## src/rtl/fpu_pkg.sv

```systemverilog
`default_nettype none
// ============================================================================
//  Module      : fpu_pkg
//  Description : Shared constants and types for the fp16 adder issuer.
//                Includes the register map, the CTRL/STATUS bit positions,
//                the issuer state encoding and common fp16 values.
//  Revision    : 1.0 - initial release
// ============================================================================
package fpu_pkg;

    // Register byte offsets on the peripheral bus
    localparam logic [3:0] ADDR_OPA    = 4'h0;
    localparam logic [3:0] ADDR_OPB    = 4'h4;
    localparam logic [3:0] ADDR_CTRL   = 4'h8;
    localparam logic [3:0] ADDR_STATUS = 4'hC;

    // CTRL bit positions (write-only register)
    localparam int CTRL_START = 0;
    localparam int CTRL_ACC   = 1;
    localparam int CTRL_SUB   = 2;

    // STATUS bit positions (low half; result sits in [31:16])
    localparam int STAT_BUSY = 0;
    localparam int STAT_DONE = 1;
    localparam int STAT_ERR  = 2;
    localparam int STAT_OVR  = 3;

    // fp16 constant 1.0
    localparam logic [15:0] FP16_ONE = 16'h3C00;

    // Issuer sequencing states
    typedef enum logic [1:0] {
        ST_IDLE  = 2'd0,
        ST_ISSUE = 2'd1,
        ST_WAIT  = 2'd2
    } state_t;

endpackage : fpu_pkg
`default_nettype wire

```

## src/rtl/fpu_add_issuer.sv

```systemverilog
`default_nettype none
// ============================================================================
//  Module      : fpu_add_issuer
//  Description : Bus-programmable initiator for one fp16 adder. Holds two
//                operands, issues a single valid_in pulse on START, waits for
//                the adder's valid_out (with a watchdog), captures the result
//                and reports busy/done/err/ovr status. Supports accumulate
//                (A = last result) and subtract (B sign flipped).
//                TIMEOUT must be at least 6 so a normal completion always
//                arrives before the watchdog fires.
//  Revision    : 1.0 - initial release
// ============================================================================
module fpu_add_issuer
    import fpu_pkg::*;
#(
    parameter int TIMEOUT = 15
) (
    input  logic        clk,
    input  logic        rst_n,
    input  logic [3:0]  address,
    input  logic [31:0] data_in,
    input  logic        data_write,
    input  logic        data_read,
    output logic [31:0] data_out,
    output logic [15:0] fa_a,
    output logic [15:0] fa_b,
    output logic        fa_valid_in,
    input  logic [15:0] fa_result,
    input  logic        fa_valid_out
);

    localparam int TW = $clog2(TIMEOUT + 1);

    state_t        r_state;
    logic [15:0]   r_opa;
    logic [15:0]   r_opb;
    logic [15:0]   r_acc;
    logic [15:0]   r_result;
    logic [15:0]   r_fa_a;
    logic [15:0]   r_fa_b;
    logic          r_fa_valid_in;
    logic          r_busy;
    logic          r_done;
    logic          r_err;
    logic          r_ovr;
    logic [TW-1:0] r_timer;

    logic w_wr_opa;
    logic w_wr_opb;
    logic w_start;
    logic w_stat_rd;
    logic w_idle;
    logic w_timer_last;
    logic w_unused_data;

    assign w_wr_opa     = data_write && (address == ADDR_OPA);
    assign w_wr_opb     = data_write && (address == ADDR_OPB);
    assign w_start      = data_write && (address == ADDR_CTRL) && data_in[CTRL_START];
    assign w_stat_rd    = data_read  && (address == ADDR_STATUS);
    assign w_idle       = (r_state == ST_IDLE);
    assign w_timer_last = (r_timer == TW'(TIMEOUT - 1));

    // Upper write-data bits carry nothing for any register
    assign w_unused_data = &{1'b0, data_in[31:16]};

    assign fa_a        = r_fa_a;
    assign fa_b        = r_fa_b;
    assign fa_valid_in = r_fa_valid_in;

    // Sequencer, operand registers and sticky status; later assignments in
    // this block take priority, so status sets override a same-edge read clear.
    always_ff @(posedge clk or negedge rst_n) begin
        if (!rst_n) begin
            r_state       <= ST_IDLE;
            r_opa         <= 16'h0000;
            r_opb         <= 16'h0000;
            r_acc         <= 16'h0000;
            r_result      <= 16'h0000;
            r_fa_a        <= 16'h0000;
            r_fa_b        <= 16'h0000;
            r_fa_valid_in <= 1'b0;
            r_busy        <= 1'b0;
            r_done        <= 1'b0;
            r_err         <= 1'b0;
            r_ovr         <= 1'b0;
            r_timer       <= '0;
        end else begin
            r_fa_valid_in <= 1'b0;

            // Reading STATUS acknowledges the sticky flags
            if (w_stat_rd) begin
                r_done <= 1'b0;
                r_err  <= 1'b0;
                r_ovr  <= 1'b0;
            end

            // Operand writes only land while idle; otherwise flag overrun
            if (w_wr_opa) begin
                if (w_idle) r_opa <= data_in[15:0];
                else        r_ovr <= 1'b1;
            end
            if (w_wr_opb) begin
                if (w_idle) r_opb <= data_in[15:0];
                else        r_ovr <= 1'b1;
            end
            if (w_start && !w_idle) begin
                r_ovr <= 1'b1;
            end

            case (r_state)
                ST_IDLE: begin
                    if (w_start) begin
                        r_state       <= ST_ISSUE;
                        r_busy        <= 1'b1;
                        r_done        <= 1'b0;
                        r_err         <= 1'b0;
                        r_fa_valid_in <= 1'b1;
                        r_fa_a        <= data_in[CTRL_ACC] ? r_acc : r_opa;
                        r_fa_b        <= {r_opb[15] ^ data_in[CTRL_SUB], r_opb[14:0]};
                    end
                end
                ST_ISSUE: begin
                    r_state <= ST_WAIT;
                    r_timer <= '0;
                end
                ST_WAIT: begin
                    // Completion is checked first so it beats a same-edge timeout
                    if (fa_valid_out) begin
                        r_result <= fa_result;
                        r_acc    <= fa_result;
                        r_done   <= 1'b1;
                        r_busy   <= 1'b0;
                        r_state  <= ST_IDLE;
                    end else if (w_timer_last) begin
                        r_err    <= 1'b1;
                        r_busy   <= 1'b0;
                        r_state  <= ST_IDLE;
                    end else begin
                        r_timer  <= r_timer + TW'(1);
                    end
                end
                default: begin
                    r_state <= ST_IDLE;
                end
            endcase
        end
    end

    // Read mux, combinational on address; CTRL and unmapped offsets read 0
    always_comb begin
        data_out = 32'h0000_0000;
        case (address)
            ADDR_OPA:    data_out = {16'h0000, r_opa};
            ADDR_OPB:    data_out = {16'h0000, r_opb};
            ADDR_STATUS: data_out = {r_result, 12'h000, r_ovr, r_err, r_done, r_busy};
            default:     data_out = 32'h0000_0000;
        endcase
    end

endmodule : fpu_add_issuer
`default_nettype wire

```

## config.mk

```make
export PLATFORM = sky130hd
export DESIGN_NAME = fpu_add_issuer
export DESIGN_NICKNAME = d
export VERILOG_FILES = /design/src/rtl/fpu_pkg.sv /design/src/rtl/fpu_add_issuer.sv
export SDC_FILE = /design/constraint.sdc
export NUM_CORES = 1
export LEC_CHECK = 0
export CAP_MARGIN = 25
export CORE_MARGIN = 10
export CORE_UTILIZATION = 25
export CTS_CLUSTER_SIZE = 8
export DETAILED_ROUTE_END_ITERATION = 8
export PLACE_DENSITY = 0.49
export SYNTH_ARGS = -nofsm -noshare
export SYNTH_HDL_FRONTEND = slang
export SYNTH_SLANG_ARGS = --single-unit
```

## constraint.sdc

```tcl
create_clock -name clk -period 2.2 [get_ports clk]
set_input_delay 0.44 -clock clk [delete_from_list [all_inputs] [get_ports clk]]
set_output_delay 0.44 -clock clk [all_outputs]
set_load 0.01 [all_outputs]
```

After elaboration in Yosys (flattened, before gate mapping)
Index checks and enable logic that the tools add are counted.
{"block": "totals", "word_cells": 72, "input_bits": 57, "ff_bits": 91}
{"block": "op_classes", "n_addsub": 1, "n_eq_ne": 10, "reduce_logical": 18, "muxes": 30, "n_bitwise": 1}
{"op": "32-bit case mux with 3 select lines", "n": 1}
{"op": "1-bit two-way mux", "n": 18}
{"op": "16-bit two-way mux", "n": 1}
{"op": "4-bit equality test, second input constant", "n": 3}
{"op": "2-bit AND reduction", "n": 5}
{"op": "4-bit two-way mux", "n": 2}
{"op": "4-bit case mux with 2 select lines", "n": 1}
{"op": "1-bit logical AND", "n": 6}
{"op": "2-bit two-way mux", "n": 3}
{"op": "2-bit != test, second input constant", "n": 3}
{"op": "1-bit case mux with 2 select lines", "n": 3}
{"op": "2-bit case mux with 3 select lines", "n": 1}
{"op": "3-bit AND reduction", "n": 2}
{"op": "4-bit by 1-bit adder with 4-bit output, second input constant", "n": 1}
{"op": "4-bit by 3-bit equality test with 1-bit output, second input constant", "n": 1}
{"op": "4-bit zero test", "n": 1}
{"op": "2-bit nonzero test", "n": 2}
{"op": "3-bit != test, second input constant", "n": 1}
{"op": "2-bit by 1-bit equality test with 1-bit output, second input constant", "n": 1}
{"op": "2-bit equality test, second input constant", "n": 1}
{"op": "2-bit zero test", "n": 1}
{"op": "1-bit zero test", "n": 1}
{"op": "1-bit XOR", "n": 1}

Longest topological paths before layout
{"block": "logic_depth", "ltp_word": 8, "ltp_mapped": 6}

Worst setup path before layout
Ideal clock, no wire load.
{"block": "synth_path", "kind": "input port to output port", "from": "in address[3]", "to": "out data_out[10]", "t_required_ns": 1.760, "t_arrival_ns": 1.556, "setup_slack_ns": 0.204, "cell_stages": 4, "cell_sequence": "buf_6 > nor4b_4 > clkbuf_1 > a22o_1"}
{"block": "synth_via", "elab_chain_len": 2, "elab_cells_between_ends": 4, "classes_between": "eq/ne (2); mux (1); reduce/logical (1)"}
{"element": "start: declaration", "line_no": "fpu_add_issuer.sv:20", "rtl": "input logic [3:0] address,"}
{"element": "4-bit equality test, or another cell as far along", "line_no": "fpu_add_issuer.sv:152", "rtl": "case (address)"}
{"element": "32-bit case mux with 3 select lines (*)", "line_no": "fpu_add_issuer.sv:152"}
{"element": "end: declaration", "line_no": "fpu_add_issuer.sv:24", "rtl": "output logic [31:0] data_out,"}
Mark *: on every way between the ends. The rest lies on a longest branch, timed or not.

Final worst setup path
{"block": "layout_path", "from": "in address[0]", "to": "out data_out[19]"}
The elaborated chain is that of the path after synthesis.

==> metrics.cfg <==
[final_layout]
final_nets=478
syn2layout_area_growth_pct=42.5
drive_gt1_share_pct=40.3

[clock_tree]
clkTransAtPathRegs_ns=0.06
clkLatencyLatePin_ns=0.34
cts_hold_buf=0
cts_buffers=9
cts_num_sinks=91
cts_max_level=3
clk_path_buf_depth=2
tritoncts=done
clockRootBuffer=clkbuf_16

[sta]
slew_viol_final=0
setup_ws_ns=0.0639
slew_headroom_pct=58.5
fin_crit_ns=2.14
fin_skew_ns=0.00565
finalSetupViolCount=0
hold_viol_final=0
rsz0062_at_grt=false
worstMarginPinSlew_ns=0.623
fin_crit_sh_pct=97.1
max_freq_mhz=468

[place]
place.gp.congestion=0.735
hpwlAfterDp_mm=8.44
dp_slack_ns=-0.700
port_buffers=105

[floorplan]
die_height_um=149
die_area_um2=22200
start_util_pct=25.3
core-area_um2=16500
rows=47
io_pins=122
die_w_um=149

[worst_setup_path]
cpPeakStageDelay_ns=0.30
arrival_ns=1.70
critPathLaunchType=input port
cp_common_cell=buf_6
crit_path_top_delay_cell=nor4bb_4
critPathKind=in2out
critPathMaxFanout=7
crit_path_end_kind=primary output
worstPathRequired_ns=1.76
path_cells=buf_2 -> nor4bb_4 -> buf_6 -> buf_4 -> buf_6 -> and2_1 -> clkdlybuf4s15_1

[routing]
postRouteWirelength_mm=12.7
num_vias=2799
wl_per_cell_um=19.7
viasPerCell=4.34
drtIter0Drc=98
ant_nets=0
drt_first_pass_iters=4
drc_errors=0

[power_and_ir_drop]
power_switching_share_pct=26.1
ir_drop_uv=597
internal-power_mw=3.62
seq_power_share_pct=47.7
total_power_mw=4.89
power_density_nw_per_um2=825
pwr-share-clk_pct=29.5
p_sw_mw=1.28
p_leak_nw=2.82
comb_power_share_pct=22.8

[min_path]
hp-class=in2async

[logic_synthesis]
synth_flop_cell=dfrtp_1
synth.area.top_cells=dfrtp_1, mux2_2, mux2_4
syn_nets=344
yosysMostFrequentCell=dfrtp_1
syn_area_um2=4170
synth_top_area_cell=dfrtp_1
synth-async-reset-ratio_pct=100
synth_top_area_share_pct=54.7
syn_inst=285
ys_top_cells_by_count=dfrtp_1, mux2_2, mux2_4
postSynthAreaPerCell_um2=14.6
synth-edff-count=0
synth_cell_types=37
ys_warn_count=0
ys_seq_area_share_pct=54.7
synth-seq-cells=91

[grt]
grt_pass1_vias=3175
antenna_found_initial=0
grt_use_total_pct=11.8
grt_pass1_wl_mm=19.8
grt_overflow=0
grt_max_degree=47

[job]
maxCapViolations=0

[status]
status=complete, no violations

## layer usage
| metal | share of wire, % | GRT usage [%] | up-vias |
|---|---|---|---|
| li1 | - | - | 1308 |
| met1 | 46 | 14.8 | 1416 |
| met2 | 47 | 18.7 | 67 |
| met3 | 6.2 | 4.88 | 8 |
| met4 | 0.73 | 2.50 | 0 |
| met5 | 0 | 0 | - |
## registers in the layout, indices dropped and copies added (netlist names)
name         flops
r_timer          4
r_opb           16
fa_valid_in      1
r_done           1
r_result        16
r_state          2
r_ovr            1
r_busy           1
fa_a            16
fa_b            16
r_opa           16
r_err            1
## cell type report
cell class / instances / area [um^2]
Fill cell: 1627 / 10500
Sequential cell: 91 / 2280
Multi-Input combinational cell: 173 / 1770
Timing Repair Buffer: 138 / 1310
Tap cell: 220 / 275
Clock buffer: 14 / 264
Inverter: 6 / 22.5
Clock inverter: 2 / 10.0
Antenna cell: 1 / 2.50
## placed cells by master (no fill, tap or decap), types with 2 or more instances in the layout
cell type,instances
buf_6,6
o21ai_0,7
clkinv_2,2
buf_12,6
dfrtp_1,91
dlygate4sd2_1,15
clkbuf_8,2
a21oi_1,2
clkdlybuf4s50_1,68
nor2b_1,3
nand3_1,4
mux2_4,20
buf_2,11
clkbuf_16,9
a22o_1,12
and2_1,16
a222oi_1,4
inv_1,6
mux2_2,76
ha_1,2
clkbuf_2,5
clkbuf_1,3
nand2_1,3
o211ai_1,2
and4_1,2
buf_4,24
nand2_4,2
## kinds of logic (layout without fill, tap and decap cells)
logic type / count (synthesis) / after routing / synth area share (%)
muxes: 97 / 97 / 28.0
DFF: 91 / 91 / 54.7
and+or+nand+nor: 42 / 42 / 7.72
AOI/OAI and AO/OA: 31 / 31 / 5.68
buffers and inverters: 21 / 160 / 3.12
adders and majority gates: 2 / 2 / 0.601
xor gates and xnor gates: 1 / 1 / 0.210
other: 0 / 1 / 0
## power groups by stage
| stage | Combinational (mW) | Sequential [mW] | Clock [mW] |
|---|---|---|---|
| detailed placement | 1.14 | 2.37 | 0 |
| CTS | 1.14 | 2.34 | 1.51 |
| finish | 1.12 | 2.34 | 1.44 |
| global placement | 1.12 | 2.36 | 0 |
| floorplan | 0.553 | 2.33 | 0 |
| global route | 1.22 | 2.39 | 1.58 |
## metrics by stage
step | instances | utilization (%) | TNS [ns] | cell area, um^2 | hold WS [ns]
3_5_place_dp | 618 | 34.3 | -30.34 | 5650 | 0.481
4_1_cts | 644 | 36.3 | -0.0610 | 5970 | 0.123
2_1_floorplan | 285 | - | 0 | 4170 | 0.144
5_1_grt | 644 | 36.0 | 0 | 5930 | 0.149
6_report | 645 | 36.0 | 0 | 5940 | 0.103
3_3_place_gp | 618 | 34.3 | -29.34 | 5650 | 0.475
## repair_timing
action | CTS | global route
pin swaps | 7 | 2
resized for setup | 93 | 13
cloned | 3 | 0
endpoints found under the setup margin | 32 | 19
setup buffers | 7 | 2
## critical path: cells and delay by family
| family | cells | cell delay (ns) |
|---|---|---|
| and+or+nand+nor | 2 | 0.44 |
| buffers and inverters | 5 | 0.81 |
## final timing paths
kind / to / startpoint / cells after the start / slack (ns)
setup / recovery: data_out[19] / address[0] / 7 / 0.06
hold / removal: r_result[2] / rst_n / 1 / 0.10
setup reg to reg: fa_a[14] / r_state[1] / 4 / 0.51
hold reg to reg: r_busy / r_busy / 1 / 0.49
max in group asynchronous: r_opb[11] / rst_n / 2 / 1.43
min in group clk: r_busy / r_busy / 1 / 0.49
(Power assumes the default switching activity.)
